==> src/rtl/hill_cipher_decrypt.sv <==
`timescale 1ns/1ps
`default_nettype none
// +--------------------------------------------------------------------------+
// | hill_cipher_decrypt : P = K^-1 * C (mod 26) for one 3-letter block,      |
// | inverting the key on the fly and emitting uppercase ASCII serially.      |
// | Revision 1.0                                                             |
// +--------------------------------------------------------------------------+
module hill_cipher_decrypt #(
    parameter int BLOCK_SIZE = 3,
    parameter int DATA_WIDTH = 8
) (
    input  logic                  clk,
    input  logic                  rst,
    input  logic                  start,
    input  logic [DATA_WIDTH-1:0] key_data,
    input  logic [3:0]            key_addr,
    input  logic                  key_wen,
    input  logic [DATA_WIDTH-1:0] text_in,
    input  logic [1:0]            text_in_addr,
    input  logic                  text_in_wen,
    output logic [DATA_WIDTH-1:0] text_out,
    output logic                  text_out_valid,
    output logic                  done,
    output logic                  busy,
    output logic                  key_err
);

    localparam int c_NKEY = BLOCK_SIZE * BLOCK_SIZE;

    typedef enum logic [2:0] {
        S_IDLE = 3'd0,
        S_DET  = 3'd1,
        S_ADJ  = 3'd2,
        S_MUL  = 3'd3,
        S_OUT  = 3'd4
    } state_t;

    function automatic logic [4:0] f_mod26(input logic [11:0] x);
        return 5'(x % 12'd26);
    endfunction

    // 2x2 determinant a*d - b*c kept non-negative by the 676 offset
    function automatic logic [4:0] f_minor(input logic [4:0] a, input logic [4:0] b,
                                           input logic [4:0] c, input logic [4:0] d);
        return f_mod26(12'(a) * 12'(d) + 12'd676 - 12'(b) * 12'(c));
    endfunction

    function automatic logic [4:0] f_unit_inv(input logic [4:0] x);
        case (x)
            5'd1:    return 5'd1;
            5'd3:    return 5'd9;
            5'd5:    return 5'd21;
            5'd7:    return 5'd15;
            5'd9:    return 5'd3;
            5'd11:   return 5'd19;
            5'd15:   return 5'd7;
            5'd17:   return 5'd23;
            5'd19:   return 5'd11;
            5'd21:   return 5'd5;
            5'd23:   return 5'd17;
            5'd25:   return 5'd25;
            default: return 5'd0;
        endcase
    endfunction

    function automatic logic [1:0] f_lo(input logic [1:0] x);
        return (x == 2'd0) ? 2'd1 : 2'd0;
    endfunction

    function automatic logic [1:0] f_hi(input logic [1:0] x);
        return (x == 2'd2) ? 2'd1 : 2'd2;
    endfunction

    function automatic logic [3:0] f_ix(input logic [1:0] r, input logic [1:0] c);
        return 4'(r) * 4'd3 + 4'(c);
    endfunction

    state_t                r_state;
    logic [3:0]            r_idx;
    logic [DATA_WIDTH-1:0] r_key_stage [c_NKEY];
    logic [4:0]            r_txt_stage [BLOCK_SIZE];
    logic [4:0]            r_k         [c_NKEY];
    logic [4:0]            r_c         [BLOCK_SIZE];
    logic [4:0]            r_kinv      [c_NKEY];
    logic [4:0]            r_plain     [BLOCK_SIZE];
    logic [4:0]            r_dinv;

    logic [4:0]  w_txt_map;
    logic [4:0]  w_m0, w_m1, w_m2, w_t, w_det;
    logic        w_key_bad;
    logic [1:0]  w_ar, w_ac;
    logic [4:0]  w_minor, w_cof, w_kinv;
    logic [3:0]  w_row;
    logic [11:0] w_acc;

    always_comb begin
        w_txt_map = 5'd0;
        if (text_in >= DATA_WIDTH'(65) && text_in <= DATA_WIDTH'(90))
            w_txt_map = 5'(text_in - DATA_WIDTH'(65));
        else if (text_in >= DATA_WIDTH'(97) && text_in <= DATA_WIDTH'(122))
            w_txt_map = 5'(text_in - DATA_WIDTH'(97));
    end

    assign w_m0      = f_minor(r_k[4], r_k[5], r_k[7], r_k[8]);
    assign w_m1      = f_minor(r_k[3], r_k[5], r_k[6], r_k[8]);
    assign w_m2      = f_minor(r_k[3], r_k[4], r_k[6], r_k[7]);
    assign w_t       = f_mod26(12'(r_k[0]) * 12'(w_m0) + 12'd676 - 12'(r_k[1]) * 12'(w_m1));
    assign w_det     = f_mod26(12'(w_t) + 12'(r_k[2]) * 12'(w_m2));
    assign w_key_bad = ~w_det[0] | (w_det == 5'd13);

    // adj[ar][ac] is the cofactor at (ac, ar): transpose folded into the indexing
    assign w_ar    = 2'(r_idx / 4'd3);
    assign w_ac    = 2'(r_idx % 4'd3);
    assign w_minor = f_minor(r_k[f_ix(f_lo(w_ac), f_lo(w_ar))], r_k[f_ix(f_lo(w_ac), f_hi(w_ar))],
                             r_k[f_ix(f_hi(w_ac), f_lo(w_ar))], r_k[f_ix(f_hi(w_ac), f_hi(w_ar))]);
    assign w_cof   = (w_ar[0] ^ w_ac[0]) ? f_mod26(12'd26 - 12'(w_minor)) : w_minor;
    assign w_kinv  = f_mod26(12'(r_dinv) * 12'(w_cof));

    assign w_row = f_ix(r_idx[1:0], 2'd0);
    assign w_acc = 12'(r_kinv[w_row])        * 12'(r_c[0])
                 + 12'(r_kinv[w_row + 4'd1]) * 12'(r_c[1])
                 + 12'(r_kinv[w_row + 4'd2]) * 12'(r_c[2]);

    always_ff @(posedge clk) begin
        if (key_wen && key_addr < 4'(c_NKEY))
            r_key_stage[key_addr] <= key_data;
        if (text_in_wen && text_in_addr < 2'(BLOCK_SIZE))
            r_txt_stage[text_in_addr] <= w_txt_map;
        case (r_state)
            S_IDLE: begin
                if (start) begin
                    for (int i = 0; i < c_NKEY; i++)
                        r_k[i] <= 5'(r_key_stage[i] % DATA_WIDTH'(26));
                    for (int i = 0; i < BLOCK_SIZE; i++)
                        r_c[i] <= r_txt_stage[i];
                end
            end
            S_DET:   r_dinv <= f_unit_inv(w_det);
            S_ADJ:   r_kinv[r_idx] <= w_kinv;
            S_MUL:   r_plain[r_idx[1:0]] <= f_mod26(w_acc);
            default: ;
        endcase
    end

    always_ff @(posedge clk or posedge rst) begin
        if (rst) begin
            r_state        <= S_IDLE;
            r_idx          <= 4'd0;
            text_out       <= '0;
            text_out_valid <= 1'b0;
            done           <= 1'b0;
            busy           <= 1'b0;
            key_err        <= 1'b0;
        end else begin
            text_out_valid <= 1'b0;
            done           <= 1'b0;
            case (r_state)
                S_IDLE: begin
                    if (start) begin
                        busy    <= 1'b1;
                        key_err <= 1'b0;
                        r_state <= S_DET;
                    end
                end
                S_DET: begin
                    r_idx <= 4'd0;
                    if (w_key_bad) begin
                        key_err <= 1'b1;
                        done    <= 1'b1;
                        busy    <= 1'b0;
                        r_state <= S_IDLE;
                    end else begin
                        r_state <= S_ADJ;
                    end
                end
                S_ADJ: begin
                    if (r_idx == 4'(c_NKEY - 1)) begin
                        r_idx   <= 4'd0;
                        r_state <= S_MUL;
                    end else begin
                        r_idx <= r_idx + 4'd1;
                    end
                end
                S_MUL: begin
                    if (r_idx == 4'(BLOCK_SIZE - 1)) begin
                        r_idx   <= 4'd0;
                        r_state <= S_OUT;
                    end else begin
                        r_idx <= r_idx + 4'd1;
                    end
                end
                S_OUT: begin
                    text_out       <= DATA_WIDTH'(65) + DATA_WIDTH'(r_plain[r_idx[1:0]]);
                    text_out_valid <= 1'b1;
                    if (r_idx == 4'(BLOCK_SIZE - 1)) begin
                        r_idx   <= 4'd0;
                        done    <= 1'b1;
                        busy    <= 1'b0;
                        r_state <= S_IDLE;
                    end else begin
                        r_idx <= r_idx + 4'd1;
                    end
                end
                default: r_state <= S_IDLE;
            endcase
        end
    end

endmodule
`default_nettype wire

==> config.mk <==
export PLATFORM = sky130hd
export DESIGN_NAME = hill_cipher_decrypt
export DESIGN_NICKNAME = d
export VERILOG_FILES = /design/src/rtl/hill_cipher_decrypt.sv
export SDC_FILE = /design/constraint.sdc
export NUM_CORES = 2
export LEC_CHECK = 0
export ABC_AREA = 1
export CAP_MARGIN = 20
export CORE_MARGIN = 1
export CORE_UTILIZATION = 45
export DETAILED_ROUTE_END_ITERATION = 8
export DONT_BUFFER_PORTS = 1
export GPL_ROUTABILITY_DRIVEN = 0
export SYNTH_ARGS = -nofsm -noshare
export SYNTH_HDL_FRONTEND = slang
export SYNTH_SLANG_ARGS = --single-unit
==> constraint.sdc <==
create_clock -name clk -period 54.9 [get_ports clk]
set_input_delay 5.49 -clock clk [delete_from_list [all_inputs] [get_ports clk]]
set_output_delay 5.49 -clock clk [all_outputs]
set_load 0.02 [all_outputs]
==> results.tsv <==
metric	value	unit
core area	71850	um^2
WHS	0.4170	ns
Most common cell on crit path	nand2_1	
Synth cell types	70	
worst-path maximum fanout	12	
htree depth	1	
Final Skew	0.01087	ns
Vias	25880	
Die ar.	74170	um^2
top cells by area, synth	edfxtp_1 19%, fa_1 15%, nand2_1 12%, ha_1 11%, inv_1 11%	
RSZ-0062 raised after global routing	no	
Die W	272.3	um
Final Max Tran Viols	0	
# resized after CTS	0	
CTS buffer count	25	
layout cells sized above 1	9.083	%
Required @ worst endpoint	55.18	ns
final setup TNS	0	ns
register area share after synthesis	20.73	%
Final Hold Fails	0	
vias in the first global route	25460	
I/O pin cnt	39	
total global-route track usage	19.55	%
Tightest Pin Transition	1.028	ns
status	complete, no violations	
Slew HR	31.22	%
Largest stage delay, worst path	0.79	ns
Worst-Skew Late Latency	0.54	ns
hold crit path type	flip-flop to flip-flop	
largest net degree at the start of global routing	61	
fin crit period	22.88	ns
Final setup viols	0	
number of synthesized register bits	230	
Pre-antenna DRT Iters	6	
Overflow after GRT	0	
Starting DRT DRC Count	1349	
HPWL after DPL	58320	um
Routed Antenna Nets	0	
number of port buffers	0	
Post-Layout Cell Count	5343	
Worst setup SP type	flip-flop	
TritonCTS clock tree	done	
most frequent cells in the layout	1,013 x nand2_1, 949 x inv_1, 314 x nor2_1	
Area growth, synth to finish	5.646	%
Initial Utilization	45.77	%
nets@finish	4952	
CP Capture Type	flip-flop	
die extent in y	272.3	um
hold_buf cts	0	
DP Cell Count	5298	
initial antenna violation count	0	
number of max-cap violations	0	
Clock transition at path regs	0.06	ns
Clk Tree Root Cell	clkbuf_16	
Cell Rows	98	
Syn Std Cell Area	32890	um^2
synthesis warning total	0	
CTS sink count	230	
top-area cell type share of the netlist area	19.36	%
Post-synth ARST share	7.826	%
n_diodes	0	
first-pass GRT wire length	121100	um
CP arrival	23.16	ns
Fmax	43.71	MHz
DR WL/cell	13.24	um
Tcrit/Tclk final	41.68	%
ys flop type	edfxtp_1	
syn avg cell area	7.461	um^2
final core utilization	48.35	%
number of enable flip-flop cells after synthesis	212	
cell taking the most area after synthesis	edfxtp_1	
syn_nets	4985	
most common cell after layout, fill and taps aside	nand2_1	
DR vias/cell	4.844	
worst-case clock buffer depth	3	
Total Routed Length	70720	um
critical path class	flip-flop to flip-flop	
Post-CTS Setup Bufs	0	
crit path max-delay cell type	edfxtp_1	
DRC	0	
Mapped Cells	4408	
==> flip-flops by register name (all words and copies together) (netlist names) <==
name            cells
text_out            7
r_c                15
r_dinv              5
r_key_stage        72
r_kinv             45
done                1
r_k                45
busy                1
text_out_valid      1
r_state             3
r_idx               4
r_txt_stage        15
r_plain            15
key_err             1
==> worst paths after layout <==
check | slack (ns) | depth (start not counted) | endpoint | startpoint
max | 32.02 | 150 | r_dinv[0] | r_k[8][4]
min | 0.42 | 0 | r_k[8][0] | r_key_stage[8][0]
max reg2reg | 32.02 | 150 | r_dinv[0] | r_k[8][4]
min reg2reg | 0.42 | 0 | r_k[8][0] | r_key_stage[8][0]
max in group asynchronous | 49.46 | 1 | r_idx[0] | rst
min in group asynchronous | 4.94 | 1 | text_out_valid | rst
==> cells in the mapped netlist (all sizes together), types with 22 or more instances <==
master / number
nor2: 339
nand3: 269
o21ai: 182
inv: 991
xnor2: 46
clkbuf: 59
fa: 249
nand2: 1175
edfxtp: 212
a21oi: 197
nand4: 23
xor2: 141
ha: 301
mux2i: 22
or2: 25
==> layout make-up <==
type | instances | area [um^2]
clock inverters | 18 | 252.7
clock buffers | 27 | 643.1
flip-flops and latches | 230 | 6818
fillers | 7237 | 37110
multi-input cells | 3113 | 22040
repair buffers | 5 | 37.54
well taps | 950 | 1189
inverters | 1000 | 3761
==> critical path, delay by kind of cell (launching register included) <==
family | cells | cell delay [ns]
simple gates | 92 | 9.27
fa+ha+maj | 18 | 8.10
compound gates | 22 | 3.21
buf+inv | 15 | 0.80
flops | 1 | 0.79
xor+xnor | 3 | 0.46
==> per-layer routing <==
metal	vias to the layer above	global-route usage, %	part of all wire [%]
met3	72	1.516	4.5
met5	-	0	0
met4	0	3.740	1.8
met1	11740	27.59	49
met2	444	32.84	45
li1	13630	-	-
==> through the flow <==
stage               area, um^2  worst slack (ns)
floorplan                32890             34.06
global placement         33840             32.41
detailed placement       33850             32.05
CTS                      34740             31.99
global route             34740             29.43
finish                   34740             32.02
==> kinds of logic (layout without fill, tap and decap cells) <==
logic type,count (synthesis),in the layout,share of synthesized area [%]
muxes,22,22,0.6696
adders and majority gates,550,550,26.61
other,1,1,0.01140
AOI/OAI and AO/OA,478,478,8.545
xor gates and xnor gates,187,187,5.220
buffers and inverters,1065,1050,12.27
DFF,230,230,20.73
and+or+nand+nor,1875,1875,25.95
Power is left out: the tool's default activity adds up to more than one toggle a clock period on the data nets, which glitch-free logic cannot reach.
